$ cat config.mk
export PLATFORM = sky130hd
export DESIGN_NAME = dmem_stream_reader
export DESIGN_NICKNAME = d
export VERILOG_FILES = /design/src/rtl/dmem_stream_reader.sv
export SDC_FILE = /design/constraint.sdc
export NUM_CORES = 1
export LEC_CHECK = 0
export ABC_CLOCK_PERIOD_IN_PS = 5610
export CORE_ASPECT_RATIO = 1.2
export CORE_MARGIN = 5
export CORE_UTILIZATION = 31
export DETAILED_ROUTE_END_ITERATION = 7
export GPL_TIMING_DRIVEN = 0
export PLACE_DENSITY = 0.57
export SLEW_MARGIN = 20
export SYNTH_ARGS = -nofsm -noshare
export SYNTH_HDL_FRONTEND = slang
export SYNTH_SLANG_ARGS = --single-unit
$ cat constraint.sdc
create_clock -name i_CLK -period 5.61 [get_ports i_CLK]
set_input_delay 0.561 -clock i_CLK [delete_from_list [all_inputs] [get_ports i_CLK]]
set_output_delay 0.561 -clock i_CLK [all_outputs]
set_load 0.01 [all_outputs]
$ cat src/rtl/dmem_stream_reader.sv
// dmem_stream_reader: fetches a contiguous run of words from one read-only dmem
// port and presents them on a valid/ready stream through a small show-ahead FIFO.
module dmem_stream_reader #(
  parameter int data_width = 32,
  parameter int addr_width = 15,
  parameter int len_width  = 16,
  parameter int fifo_depth = 4
) (
  input  logic                  i_CLK,
  input  logic                  i_RSTn,
  input  logic                  i_START,
  input  logic [addr_width-1:0] i_BASE_ADDR,
  input  logic [len_width-1:0]  i_LEN,
  output logic                  o_BUSY,
  output logic                  o_DONE,
  output logic                  o_MEM_EN,
  output logic [addr_width-1:0] o_MEM_ADDR,
  input  logic [data_width-1:0] i_MEM_RDATA,
  output logic                  o_VALID,
  output logic [data_width-1:0] o_DATA,
  output logic                  o_LAST,
  input  logic                  i_READY
);

  localparam int ptr_w = $clog2(fifo_depth);
  localparam logic [len_width-1:0]  len_one   = len_width'(1);
  localparam logic [addr_width-1:0] addr_one  = addr_width'(1);
  localparam logic [ptr_w-1:0]      ptr_one   = ptr_w'(1);
  localparam logic [ptr_w:0]        cnt_one   = (ptr_w + 1)'(1);
  localparam logic [ptr_w+1:0]      depth_lim = (ptr_w + 2)'(fifo_depth);

  typedef enum logic [1:0] {IDLE, FETCH, DRAIN, FIN} state_t;

  state_t                state, state_nxt;
  logic [len_width-1:0]  len_q, issued, popped;
  logic [addr_width-1:0] addr_cnt;
  logic                  rd_vld_p1;
  logic [data_width-1:0] fifo_mem [fifo_depth];
  logic [ptr_w-1:0]      wr_ptr, rd_ptr;
  logic [ptr_w:0]        count;
  logic [ptr_w+1:0]      occupancy;
  logic                  issue, push, pop, start_ok;

  // Every word that could still land in the FIFO: stored, on the BRAM address
  // port this cycle, and returning this cycle. Counting pops would be optimistic.
  assign occupancy = (ptr_w + 2)'(count) + (ptr_w + 2)'(o_MEM_EN) + (ptr_w + 2)'(rd_vld_p1);
  assign start_ok  = (state == IDLE) && i_START && (i_LEN != '0);
  assign push      = rd_vld_p1;
  assign pop       = o_VALID && i_READY;

  assign o_VALID = (count != '0);
  assign o_DATA  = o_VALID ? fifo_mem[rd_ptr] : '0;
  assign o_LAST  = o_VALID && (popped == len_q - len_one);
  assign o_BUSY  = (state == FETCH) || (state == DRAIN);
  assign o_DONE  = (state == FIN);

  // State register
  always_ff @(posedge i_CLK or negedge i_RSTn) begin
    if (!i_RSTn) state <= IDLE;
    else         state <= state_nxt;
  end

  // Next-state logic and read-issue decision
  always_comb begin
    state_nxt = state;
    issue     = 1'b0;
    unique case (state)
      IDLE: begin
        if (i_START) state_nxt = (i_LEN == '0) ? FIN : FETCH;
      end
      FETCH: begin
        if ((issued < len_q) && (occupancy < depth_lim)) begin
          issue = 1'b1;
          if (issued == len_q - len_one) state_nxt = DRAIN;
        end
      end
      DRAIN: begin
        if (pop && o_LAST) state_nxt = FIN;
      end
      FIN: state_nxt = IDLE;
      default: state_nxt = IDLE;
    endcase
  end

  // Transfer bookkeeping and the registered BRAM request (stage p0 -> p1)
  always_ff @(posedge i_CLK or negedge i_RSTn) begin
    if (!i_RSTn) begin
      len_q      <= '0;
      addr_cnt   <= '0;
      issued     <= '0;
      popped     <= '0;
      o_MEM_EN   <= 1'b0;
      o_MEM_ADDR <= '0;
      rd_vld_p1  <= 1'b0;
    end else begin
      o_MEM_EN  <= issue;
      rd_vld_p1 <= o_MEM_EN;
      if (start_ok) begin
        len_q    <= i_LEN;
        addr_cnt <= i_BASE_ADDR;
        issued   <= '0;
        popped   <= '0;
      end else begin
        if (issue) begin
          issued     <= issued + len_one;
          addr_cnt   <= addr_cnt + addr_one;
          o_MEM_ADDR <= addr_cnt;
        end
        if (pop) popped <= popped + len_one;
      end
    end
  end

  // FIFO control: pointers and occupancy
  always_ff @(posedge i_CLK or negedge i_RSTn) begin
    if (!i_RSTn) begin
      wr_ptr <= '0;
      rd_ptr <= '0;
      count  <= '0;
    end else begin
      if (push) wr_ptr <= wr_ptr + ptr_one;
      if (pop)  rd_ptr <= rd_ptr + ptr_one;
      case ({push, pop})
        2'b10:   count <= count + cnt_one;
        2'b01:   count <= count - cnt_one;
        default: count <= count;
      endcase
    end
  end

  // FIFO storage: returning BRAM word captured at the end of its valid cycle
  always_ff @(posedge i_CLK) begin
    if (push) fifo_mem[wr_ptr] <= i_MEM_RDATA;
  end

endmodule

==> results of run 1 <==
-- placed cells by master, fill, tap and decap left out, types with 4 or more instances in the layout --
| cell type | instances |
|---|---|
| sky130_fd_sc_hd__ha_1 | 31 |
| sky130_fd_sc_hd__clkinv_2 | 4 |
| sky130_fd_sc_hd__inv_1 | 32 |
| sky130_fd_sc_hd__buf_1 | 4 |
| sky130_fd_sc_hd__mux4_2 | 32 |
| sky130_fd_sc_hd__and2_2 | 4 |
| sky130_fd_sc_hd__and3_1 | 18 |
| sky130_fd_sc_hd__clkdlybuf4s50_1 | 117 |
| sky130_fd_sc_hd__o21ai_0 | 38 |
| sky130_fd_sc_hd__nand2_1 | 63 |
| sky130_fd_sc_hd__nor2_1 | 50 |
| sky130_fd_sc_hd__nand4_1 | 22 |
| sky130_fd_sc_hd__edfxtp_1 | 128 |
| sky130_fd_sc_hd__xnor2_1 | 40 |
| sky130_fd_sc_hd__clkbuf_1 | 39 |
| sky130_fd_sc_hd__nor3_1 | 10 |
| sky130_fd_sc_hd__dfrtp_1 | 89 |
| sky130_fd_sc_hd__clkbuf_16 | 25 |
| sky130_fd_sc_hd__mux2_2 | 15 |
| sky130_fd_sc_hd__and2_1 | 34 |
| sky130_fd_sc_hd__o21a_1 | 4 |
| sky130_fd_sc_hd__buf_12 | 4 |
| sky130_fd_sc_hd__a21oi_1 | 26 |
| sky130_fd_sc_hd__or3_1 | 10 |
| sky130_fd_sc_hd__nand3_1 | 10 |
| sky130_fd_sc_hd__a31oi_1 | 8 |
| sky130_fd_sc_hd__xor2_1 | 40 |
| sky130_fd_sc_hd__o31ai_1 | 4 |
| sky130_fd_sc_hd__clkinv_1 | 4 |
| sky130_fd_sc_hd__nor4_1 | 10 |
-- final timing paths --
check / start / endpoint / slack (ns) / cells past startpoint
worst max-delay path: len_q[2]$_DFFE_PN0P_ / o_LAST / 1.18 / 9
worst min-delay path: o_MEM_EN$_DFF_PN0_ / push$_DFF_PN0_ / 0.44 / 0
worst max register to register: len_q[11]$_DFFE_PN0P_ / o_MEM_ADDR[13]$_DFFE_PN0P_ / 1.87 / 11
worst min register to register: o_MEM_EN$_DFF_PN0_ / push$_DFF_PN0_ / 0.44 / 0
max in group asynchronous: i_RSTn / issued[13]$_DFFE_PN0P_ / 4.53 / 3
min in group asynchronous: i_RSTn / len_q[10]$_DFFE_PN0P_ / 0.46 / 2
-- registers in the layout (all words and copies together) (netlist names) --
register / cells
push: 1
count: 3
addr_cnt: 15
rd_ptr: 2
state: 2
len_q: 16
popped: 16
o_MEM_EN: 1
issued: 16
o_MEM_ADDR: 15
fifo_mem: 128
wr_ptr: 2
-- worst max-delay path, cell delays in order, from the launching register on --
cell and delay [ns]:
sky130_fd_sc_hd__dfrtp_1 0.36, sky130_fd_sc_hd__clkbuf_1 0.22, sky130_fd_sc_hd__or4_4 0.54, sky130_fd_sc_hd__or3_1 0.37, sky130_fd_sc_hd__clkbuf_1 0.17, sky130_fd_sc_hd__xnor2_1 0.15
sky130_fd_sc_hd__a2111oi_0 0.51, sky130_fd_sc_hd__and4_1 0.28, sky130_fd_sc_hd__and3_1 0.20, sky130_fd_sc_hd__clkdlybuf4s50_1 0.55
-- stage by stage --
stage / instances / power (mW) / setup slack [ns]
floorplan: 806 / 3.87 / 2.64
global placement: 1374 / 4.91 / 0.332
detailed placement: 1379 / 4.95 / 1.69
CTS: 1426 / 6.55 / 1.12
global route: 1426 / 6.89 / 0.973
finish: 1426 / 6.45 / 1.18
-- cell type report --
| class | count | area share, % |
|---|---|---|
| timing repair buffer | 124 | 9.98 |
| multi-input combinational | 517 | 30.9 |
| tap | 450 | 4.32 |
| buffer | 39 | 1.21 |
| sequential | 217 | 46.6 |
| clock buffer | 34 | 5.14 |
| clock inverter | 12 | 0.903 |
| inverter | 33 | 0.951 |
-- cells by family after synthesis --
| group | share of synthesized area [%] |
|---|---|
| AOI/OAI and AO/OA | 6.22 |
| muxes | 9.13 |
| adders and majority gates | 3.94 |
| xor gates and xnor gates | 6.76 |
| buffers and inverters | 2.72 |
| DFF | 58.6 |
| and+or+nand+nor | 12.7 |
-- cells in the mapped netlist (31+ instances only) --
| cell type | number | area [um2] |
|---|---|---|
| sky130_fd_sc_hd__and2_1 | 38 | 238 |
| sky130_fd_sc_hd__edfxtp_1 | 128 | 3840 |
| sky130_fd_sc_hd__o21ai_0 | 38 | 190 |
| sky130_fd_sc_hd__ha_1 | 31 | 388 |
| sky130_fd_sc_hd__nand2_1 | 63 | 236 |
| sky130_fd_sc_hd__xor2_1 | 40 | 350 |
| sky130_fd_sc_hd__clkbuf_1 | 31 | 116 |
| sky130_fd_sc_hd__dfrtp_1 | 89 | 2230 |
| sky130_fd_sc_hd__mux4_2 | 32 | 721 |
| sky130_fd_sc_hd__xnor2_1 | 40 | 350 |
| sky130_fd_sc_hd__nor2_1 | 50 | 188 |
| sky130_fd_sc_hd__inv_1 | 32 | 120 |
-- routing by layer --
layer | global-route usage (%) | vias to the layer above
met5 | 0 | -
met4 | 3.79 | 0
met2 | 22.6 | 203
met1 | 18.1 | 3397
met3 | 2.37 | 41
li1 | - | 3251
-- report_power, final --
part | leakage, nW | total, mW | switching [mW] | internal [mW]
combinational | 2.13 | 2.66 | 1.36 | 1.30
sequential | 2.27 | 2.23 | 0.233 | 2.00
clock | 0.387 | 1.56 | 0.631 | 0.930
total | 4.79 | 6.45 | 2.22 | 4.23
-- timing repair --
action	CTS	global route
buffers inserted	0	0
endpoints found under the setup margin	0	0
hold buffers	1	0
hold endpoints to repair	18	0
==> implementation parameters, run 1 <==
Parameter                              Value

Power
  Static Leak ... 4.79 nW
  Peak supply drop ... 0.000215 V
  Power per cell area ... between 400 and 500 nW/um2

Route
  Length of routed met2 wiring ... approximately 12 mm
  Antenna viol nets, final ... 0
  Total routed wire length on the met1 layer ... between 10 and 15 mm
  Uppermost metal layer occupied by signal nets ... met4
  Initial detailed-routing violation count ... between 400 and 500
  Number of design rule violations left after detail routing ... 0
  Total number of vias ... around 7,000
  WL/cell ... 17.6 um
  Total Routed Length ... 25.1 mm
  Routed length on met3 ... between 1 and 1.5 mm
  Detailed-routing iteration count for the pre-antenna-repair pass ... 5
  Average vias per placed instance ... approximately 4.8

Place
  Routability-driven placement congestion ratio ... around 0.89
  Placement Cell Area ... about 12,000 um2
  Placed wire-length estimate after detailed placement ... ~18 mm
  IO buf count ... 118

Global routing
  Overall routing resource usage ... between 10% and 20%
  Via count of the first global-routing pass ... ~7,000
  Global-route wire length before repair ... about 40 mm
  Pin count of the biggest net entering global routing ... 72
  Initial antenna violation count ... 0
  Leftover overflow at the end of global routing ... 0

Timing
  Min cycle time layout ... around 4.4 ns
  Total negative slack ... 0 ns
  Largest clock skew in the final design ... 0.0107 ns
  Post-route worst hold slack ... around 0.44 ns
  Actual slew at the worst max-slew pin ... 0.879 ns
  Final Hold Fails ... 0
  # setup viols final ... 0
  Max Fclk ... 226 MHz
  Setup repair after global routing missed its margin ... no
  Max_slew headroom ... between 40 and 50%
  Part of the cycle the worst path needs ... around 80%
  Number of pins with negative max-slew slack in the final report ... 0

Floorplan
  Die width ... about 180 um
  Num ports ... 119
  Core region area ... about 33,000 um2
  Starting density of the core ... between 30% and 40%
  Area of the die ... roughly 37,000 um2
  Core Rows ... 73
  Die height ... around 210 um

Critical path
  CP Max Fanout ... 9
  Category of the critical setup timing path ... register to output pin
  Kind of end point of the critical path ... output pin
  Arrival time of the worst setup path ... between 3 and 4 ns
  Kind of launch point of the worst setup path ... register
  Required time at the worst-slack endpoint ... about 5.1 ns

Clock network
  CTS tree ... done
  Clock tree root driver cell ... sky130_fd_sc_hd__clkbuf_16
  CTS Buffer Depth ... 3
  Post-cts resize count ... 0
  Clock insertion delay at the later pin of the skew report ... between 0.5 and 0.6 ns
  Clock-pin slew reported for the worst setup and hold paths after clock tree synthesis ... approximately 0.06 ns
  Number of CTS-inserted buffers ... 25
  Clock sink count ... roughly 220
  CTS H-tree lvls ... 1

Cells and area
  Area used by multi-input combinational logic ... around 4000 um2
  Register Area ... 6070 um2
  ANT cells ... 0
  Share of post-route cells with drive strength above 1 ... between 10 and 15%
  Relative area change from synthesis to final layout ... 25.6%
  Final design instance area without fill ... ~13,000 um2
  Net count reported at finish ... around 1,100
  Fill cell total of the finished layout ... 3,242
  Final core utilization ... 39.4%

Yosys
  Synthesized area per cell ... approximately 13 um2
  Warnings from Yosys ... 0
  Number of flops mapped to enable cells by yosys ... approximately 130
  Cell variety after synth ... 65
  Post-Synthesis Cell Area ... 10,400 um2
  Cell count after synthesis ... 806
  Flip-flop cell with the highest count after synthesis ... sky130_fd_sc_hd__edfxtp_1
  Share of flip-flops with an asynchronous set or reset ... between 40% and 50%
  Seq cells post-synth ... approximately 220
  Sequential area share after synthesis ... 58.6%
  Mapped Nets ... just over 900

Status
  Result of the run ... complete, no violations

Run
  Max-cap violations ... 0

Worst hold path
  Min-delay worst type ... register to register
(Power assumes the default switching activity.)
==> inputs of run 2 (changes only) <==
--- a/config.mk
+++ b/config.mk
@@ -5,7 +5,7 @@
 export SDC_FILE = /design/constraint.sdc
 export NUM_CORES = 1
 export LEC_CHECK = 0
-export ABC_CLOCK_PERIOD_IN_PS = 5610
+export ABC_CLOCK_PERIOD_IN_PS = 4400
 export CORE_ASPECT_RATIO = 1.2
 export CORE_MARGIN = 5
 export CORE_UTILIZATION = 31
==> constraint.sdc (replaced) <==
create_clock -name i_CLK -period 4.4 [get_ports i_CLK]
set_input_delay 0.44 -clock i_CLK [delete_from_list [all_inputs] [get_ports i_CLK]]
set_output_delay 0.44 -clock i_CLK [all_outputs]
set_load 0.01 [all_outputs]
==> implementation parameters, run 2 (synthesized netlist as in run 1, its figures left out) <==
Parameter                              Value

Route
  WL/cell ... between 15 and 20 um
  Initial detailed-routing violation count ... 481
  Total Routed Length ... 25.1 mm
  Average vias per placed instance ... between 4 and 5
  Total routed wire length on the met1 layer ... approximately 11 mm
  Routed length on met3 ... approximately 1.3 mm
  Number of design rule violations left after detail routing ... 0
  Length of routed met2 wiring ... between 10 and 15 mm
  Total number of vias ... 6,863
  Antenna viol nets, final ... 0
  Detailed-routing iteration count for the pre-antenna-repair pass ... 4
  Uppermost metal layer occupied by signal nets ... met4

Timing
  Largest clock skew in the final design ... roughly 0.011 ns
  Post-route setup slack ... between 0.2 and 0.3 ns
  Post-route worst hold slack ... roughly 0.34 ns
  Number of pins with negative max-slew slack in the final report ... 0
  Setup repair after global routing missed its margin ... no
  Min cycle time layout ... approximately 4.1 ns
  Total negative slack ... 0 ns
  # setup viols final ... 0
  Final Hold Fails ... 0
  Actual slew at the worst max-slew pin ... roughly 0.88 ns
  Max_slew headroom ... 41.5%
  Part of the cycle the worst path needs ... roughly 94%
  Max Fclk ... roughly 240 MHz

Clock network
  Clock insertion delay at the later pin of the skew report ... just over 0.5 ns
  Clock tree root driver cell ... sky130_fd_sc_hd__clkbuf_16
  CTS Buffer Depth ... 3
  Clock-pin slew reported for the worst setup and hold paths after clock tree synthesis ... ~0.060 ns
  Clock sink count ... ~220
  CTS H-tree lvls ... 1
  CTS tree ... done
  Number of CTS-inserted buffers ... 25
  Buffers inserted by post-CTS timing repair ... 0

Critical path
  Terminus of the critical flop-to-flop path ... o_MEM_ADDR[13]$_DFFE_PN0P_
  CP Max Fanout ... 9
  Internal reg-to-reg setup slack ... 0.65 ns
  Critical path launch point ... len_q[2]$_DFFE_PN0P_
  Critical path's top delay family ... simple AND/OR/NAND/NOR gates
  Number of buffers and inverters on the critical path ... 3
  Critical-path cell list ... clkbuf_1, or4_4, or3_1, clkbuf_1, xnor2_1, a2111oi_2, and4_1, and3_1, clkdlybuf4s50_1
  Category of the critical setup timing path ... register to output pin
  Reg-to-reg critical path startpoint ... len_q[11]$_DFFE_PN0P_
  Kind of end point of the critical path ... output pin
  Worst Reg-to-Reg Cells ... 11
  Arrival time of the worst setup path ... roughly 3.7 ns
  Largest stage delay, worst path ... 0.55 ns
  Required time at the worst-slack endpoint ... between 3 and 4 ns
  Stages on worst setup path ... 9
  Critical Path Sink ... o_LAST
  Kind of launch point of the worst setup path ... register
  Library cell contributing the largest single delay on the critical path ... sky130_fd_sc_hd__clkdlybuf4s50_1
  Cell repeated most along the worst path ... sky130_fd_sc_hd__clkbuf_1

Place
  Dpl cells ... 1,379
  Routability-driven placement congestion ratio ... ~0.9
  Placed wire-length estimate after detailed placement ... 18.0 mm
  Worst slack at placement ... about 0.6 ns
  IO buf count ... 118

Floorplan
  Die width ... roughly 180 um
  Core Rows ... 73
  Core region area ... 33,100 um2
  Die height ... 210 um
  Starting density of the core ... a little under a third
  Area of the die ... between 30,000 and 40,000 um2
  Num ports ... roughly 120

Power
  Peak supply drop ... ~0.00027 V
  Internal power of the cells ... roughly 5.4 mW
  Part of the power in combinational logic ... approximately two fifths
  Static Leak ... between 4 and 5 nW
  Power per cell area ... ~630 nW/um2
  Net switching share of the total power ... 34.4%
  Reported net switching power ... ~2.8 mW
  Fraction of power consumed by the clock network ... between 20% and 30%
  Overall power consumption ... between 8 and 9 mW
  Register share of total power ... about a third

Global routing
  Initial antenna violation count ... 0
  Leftover overflow at the end of global routing ... 0
  Overall routing resource usage ... around 13%
  Via count of the first global-routing pass ... roughly 7,200
  Global-route wire length before repair ... slightly above 40 mm
  Pin count of the biggest net entering global routing ... between 70 and 80

Worst hold path
  Min-delay worst type ... input pin to async pin

Cells and area
  Most flop-heavy register ... fifo_mem
  Share of post-route cells with drive strength above 1 ... approximately 11%
  Relative area change from synthesis to final layout ... 25.7%
  Largest register FFs ... between 100 and 150
  Number of standard cells in the layout, taps in and fillers out ... 1,426
  Commonest cells after routing, fill and taps aside ... sky130_fd_sc_hd__edfxtp_1 (128), sky130_fd_sc_hd__clkdlybuf4s50_1 (117), sky130_fd_sc_hd__dfrtp_1 (89)
  Net count reported at finish ... around 1,100
  ANT cells ... 0
  Fill cell total of the finished layout ... about 3,200
  Leading cell type in the layout, fill and taps excluded ... sky130_fd_sc_hd__edfxtp_1

Status
  Result of the run ... complete, no violations

Run
  Max-cap violations ... 0
## run 2: cell counts in the layout (fill, tap and decap cells not counted)
No cell type changed its count.
## run 2: metal layers
layer / up-vias / global-route usage [%]
met2: 181 / 22.6
li1: 3252 / -
met1: 3389 / 18.1
met3: 41 / 2.37
met4: 0 / 3.79
met5: - / 0
## run 2: worst min path at each step
stage / start / to / slack (ns) / cells after the start
after floorplan: i_RSTn / addr_cnt[0]$_DFFE_PN0P_ / 0.14 / 0
final: i_RSTn / len_q[10]$_DFFE_PN0P_ / 0.34 / 2
after global placement: o_MEM_EN$_DFF_PN0_ / push$_DFF_PN0_ / 0.42 / 0
after global routing: i_RSTn / len_q[10]$_DFFE_PN0P_ / 0.35 / 2
after detailed placement: i_RSTn / len_q[8]$_DFFE_PN0P_ / 0.30 / 1
after CTS: i_RSTn / len_q[10]$_DFFE_PN0P_ / 0.32 / 2
## run 2: timing repair
item | CTS | global route
hold endpoints to repair | 18 | 0
setup endpoints to repair | 0 | 1
gates resized for setup | 0 | 2
hold buffers | 1 | 0
## run 2: area by class of cell
| cell class | instances | area (um2) | area share (%) |
|---|---|---|---|
| Sequential cell | 217 | 6070 | 46.6 |
| Timing Repair Buffer | 124 | 1300 | 9.98 |
| Buffer | 39 | 158 | 1.21 |
| Inverter | 33 | 124 | 0.951 |
| Clock inverter | 12 | 118 | 0.903 |
| Clock buffer | 34 | 669 | 5.14 |
| Tap cell | 450 | 563 | 4.32 |
| Multi-Input combinational cell | 517 | 4020 | 30.9 |
## run 2: through the flow
| stage | util (%) | cell area (um2) |
|---|---|---|
| 6_report | 39.4 | 13000 |
| 5_1_grt | 39.4 | 13000 |
| 4_1_cts | 39.4 | 13000 |
| 3_5_place_dp | 37.0 | 12200 |
| 3_3_place_gp | 36.6 | 12100 |
| 2_1_floorplan | - | 10400 |
## run 2: power groups by stage
stage          logic, mW  clock network (mW)  registers (mW)
6_report            3.40                1.99            2.84
5_1_grt             3.75                2.15            2.90
4_1_cts             3.45                2.06            2.84
3_5_place_dp        3.43                   0            2.88
3_3_place_gp        3.38                   0            2.88
2_1_floorplan       2.11                   0            2.83
==> inputs of run 3 (changes only) <==
--- a/config.mk
+++ b/config.mk
@@ -8,10 +8,11 @@
 export ABC_CLOCK_PERIOD_IN_PS = 4400
 export CORE_ASPECT_RATIO = 1.2
 export CORE_MARGIN = 5
-export CORE_UTILIZATION = 31
+export CORE_UTILIZATION = 56
 export DETAILED_ROUTE_END_ITERATION = 7
+export GPL_ROUTABILITY_DRIVEN = 0
 export GPL_TIMING_DRIVEN = 0
-export PLACE_DENSITY = 0.57
+export PLACE_DENSITY = 0.88
 export SLEW_MARGIN = 20
 export SYNTH_ARGS = -nofsm -noshare
 export SYNTH_HDL_FRONTEND = slang
==> implementation parameters, run 3 (synthesized netlist as in run 1, its figures left out) <==
Parameter                              Value

Status
  Result of the run ... complete, no violations

Global routing
  Leftover overflow at the end of global routing ... 0
  Via count of the first global-routing pass ... roughly 7,300
  Global-route wire length before repair ... approximately 38 mm
  Initial antenna violation count ... 0
  Pin count of the biggest net entering global routing ... 59
  Overall routing resource usage ... 22.3%

Cells and area
  Fill cell total of the finished layout ... about 1,200
  Most flop-heavy register ... fifo_mem
  Final design instance area without fill ... between 10,000 and 15,000 um2
  Relative area change from synthesis to final layout ... 22.3%
  Leading cell type in the layout, fill and taps excluded ... sky130_fd_sc_hd__edfxtp_1
  Register Area ... around 6000 um2
  Share of post-route cells with drive strength above 1 ... between 10% and 20%
  Number of standard cells in the layout, taps in and fillers out ... 1,193
  Area used by multi-input combinational logic ... roughly 4000 um2
  Commonest cells after routing, fill and taps aside ... sky130_fd_sc_hd__edfxtp_1 (128), sky130_fd_sc_hd__clkdlybuf4s50_1 (117), sky130_fd_sc_hd__dfrtp_1 (89)
  ANT cells ... 0
  Net count reported at finish ... 1,053
  Final core utilization ... around 70%
  Largest register FFs ... about 130

Timing
  Total negative slack ... 0 ns
  Post-route setup slack ... approximately 0.31 ns
  Number of pins with negative max-slew slack in the final report ... 0
  Max Fclk ... around 240 MHz
  Min cycle time layout ... slightly above 4 ns
  Final Hold Fails ... 0
  Actual slew at the worst max-slew pin ... a little under 0.9 ns
  Max_slew headroom ... approximately two fifths
  Part of the cycle the worst path needs ... 93.0%
  Setup repair after global routing missed its margin ... no
  # setup viols final ... 0
  Largest clock skew in the final design ... between 0.02 and 0.025 ns

Power
  Static Leak ... 4.75 nW
  Peak supply drop ... approximately 0.00060 V
  Power per cell area ... ~640 nW/um2

Clock network
  Clock insertion delay at the later pin of the skew report ... 0.51 ns
  Number of CTS-inserted buffers ... 22
  Clock tree root driver cell ... sky130_fd_sc_hd__clkbuf_16
  Post-cts resize count ... 0
  CTS tree ... done
  CTS H-tree lvls ... 1
  Clock sink count ... 217
  Clock-pin slew reported for the worst setup and hold paths after clock tree synthesis ... 0.06 ns
  CTS Buffer Depth ... 3

Route
  Total routed wire length on the met1 layer ... slightly above 9 mm
  Number of design rule violations left after detail routing ... 0
  WL/cell ... about 20 um
  Routed length on met3 ... ~1.8 mm
  Length of routed met2 wiring ... about 12 mm
  Average vias per placed instance ... 6.04
  Antenna viol nets, final ... 0
  Total Routed Length ... approximately 24 mm
  Total number of vias ... ~7,000
  Detailed-routing iteration count for the pre-antenna-repair pass ... 6
  Initial detailed-routing violation count ... 534
  Uppermost metal layer occupied by signal nets ... met4

Critical path
  Library cell contributing the largest single delay on the critical path ... sky130_fd_sc_hd__or4_4
  Kind of launch point of the worst setup path ... register
  Category of the critical setup timing path ... register to output pin
  Number of buffers and inverters on the critical path ... 3
  CP Max Fanout ... 8
  Internal reg-to-reg setup slack ... approximately 0.42 ns
  Largest stage delay, worst path ... ~0.59 ns
  Arrival time of the worst setup path ... roughly 3.7 ns
  Required time at the worst-slack endpoint ... just under 4 ns
  Critical path's top delay family ... simple AND/OR/NAND/NOR gates
  Critical-path cell list ... buf_6, or4_4, or3_1, clkbuf_1, xnor2_1, a2111oi_0, and4_1, and3_1, clkdlybuf4s50_1
  Kind of end point of the critical path ... output pin

Floorplan
  Starting density of the core ... 57.0%
  Core region area ... 18,200 um2
  Die height ... between 150 and 200 um
  Die width ... between 100 and 150 um
  Core Rows ... 54
  Area of the die ... 21,300 um2
  Num ports ... 119

Place
  Placement Cell Area ... 11,900 um2
  IO buf count ... between 100 and 150
  Placed wire-length estimate after detailed placement ... 16.6 mm
  Worst slack at placement ... 0.472 ns
  Dpl cells ... 1,153

Worst hold path
  Min-delay worst type ... register to register

Run
  Max-cap violations ... 0
-- run 3: cell count changes in the layout (fill, tap and decap cells not counted), sizes merged --
cell	change
bufinv	+1
clkinvlp	+2
clkbuf	-8
inv	-2
-- run 3: power breakdown --
part / leakage [nW] / total, mW / internal [mW] / switching [mW]
combinational: 2.13 / 3.39 / 1.66 / 1.73
sequential: 2.27 / 2.86 / 2.54 / 0.314
clock: 0.351 / 1.87 / 1.10 / 0.768
total: 4.75 / 8.12 / 5.31 / 2.81
-- run 3: final cells by class --
cell class / instances / area share, %
inverter: 33 / 0.977
multi-input combinational: 517 / 31.7
clock buffer: 26 / 4.46
sequential: 217 / 47.9
clock inverter: 13 / 1.29
buffer: 39 / 1.24
tap: 224 / 2.21
timing repair buffer: 124 / 10.2
-- run 3: path summary, 6_finish.rpt --
path                                            start                    endpoint  depth (start not counted)
worst min register to register     o_MEM_EN$_DFF_PN0_              push$_DFF_PN0_                          0
worst min-delay path               o_MEM_EN$_DFF_PN0_              push$_DFF_PN0_                          0
max in group asynchronous                      i_RSTn       len_q[12]$_DFFE_PN0P_                          3
min in group asynchronous                      i_RSTn        len_q[3]$_DFFE_PN0P_                          2
worst max register to register  len_q[13]$_DFFE_PN0P_  o_MEM_ADDR[12]$_DFFE_PN0P_                         10
worst max-delay path             len_q[3]$_DFFE_PN0P_                      o_LAST                          9
-- run 3: metrics by stage --
stage,hold WS [ns],power (mW)
floorplan,0.144,4.94
finish,0.401,8.12
detailed placement,0.392,6.24
global route,0.418,8.59
global placement,0.389,6.11
CTS,0.406,8.14
-- run 3: what timing repair did --
action / in CTS / in global routing
hold buffers: 1 / 0
buffers inserted: 0 / 0
hold endpoints to repair: 31 / 0
-- run 3: worst register-to-register path, delay by kind of cell, from the launching register on --
| family | cells | cell delay (ns) |
|---|---|---|
| buf+inv | 2 | 0.48 |
| simple gates | 3 | 1.05 |
| compound gates | 3 | 1.18 |
| flops | 1 | 0.44 |
| mux | 1 | 0.38 |
| fa+ha+maj | 1 | 0.33 |
-- run 3: per-layer routing --
metal,vias up,global-route usage (%)
met1,3526,29.0
met5,-,0
met3,71,3.35
met2,366,38.7
met4,0,6.90
li1,3239,-
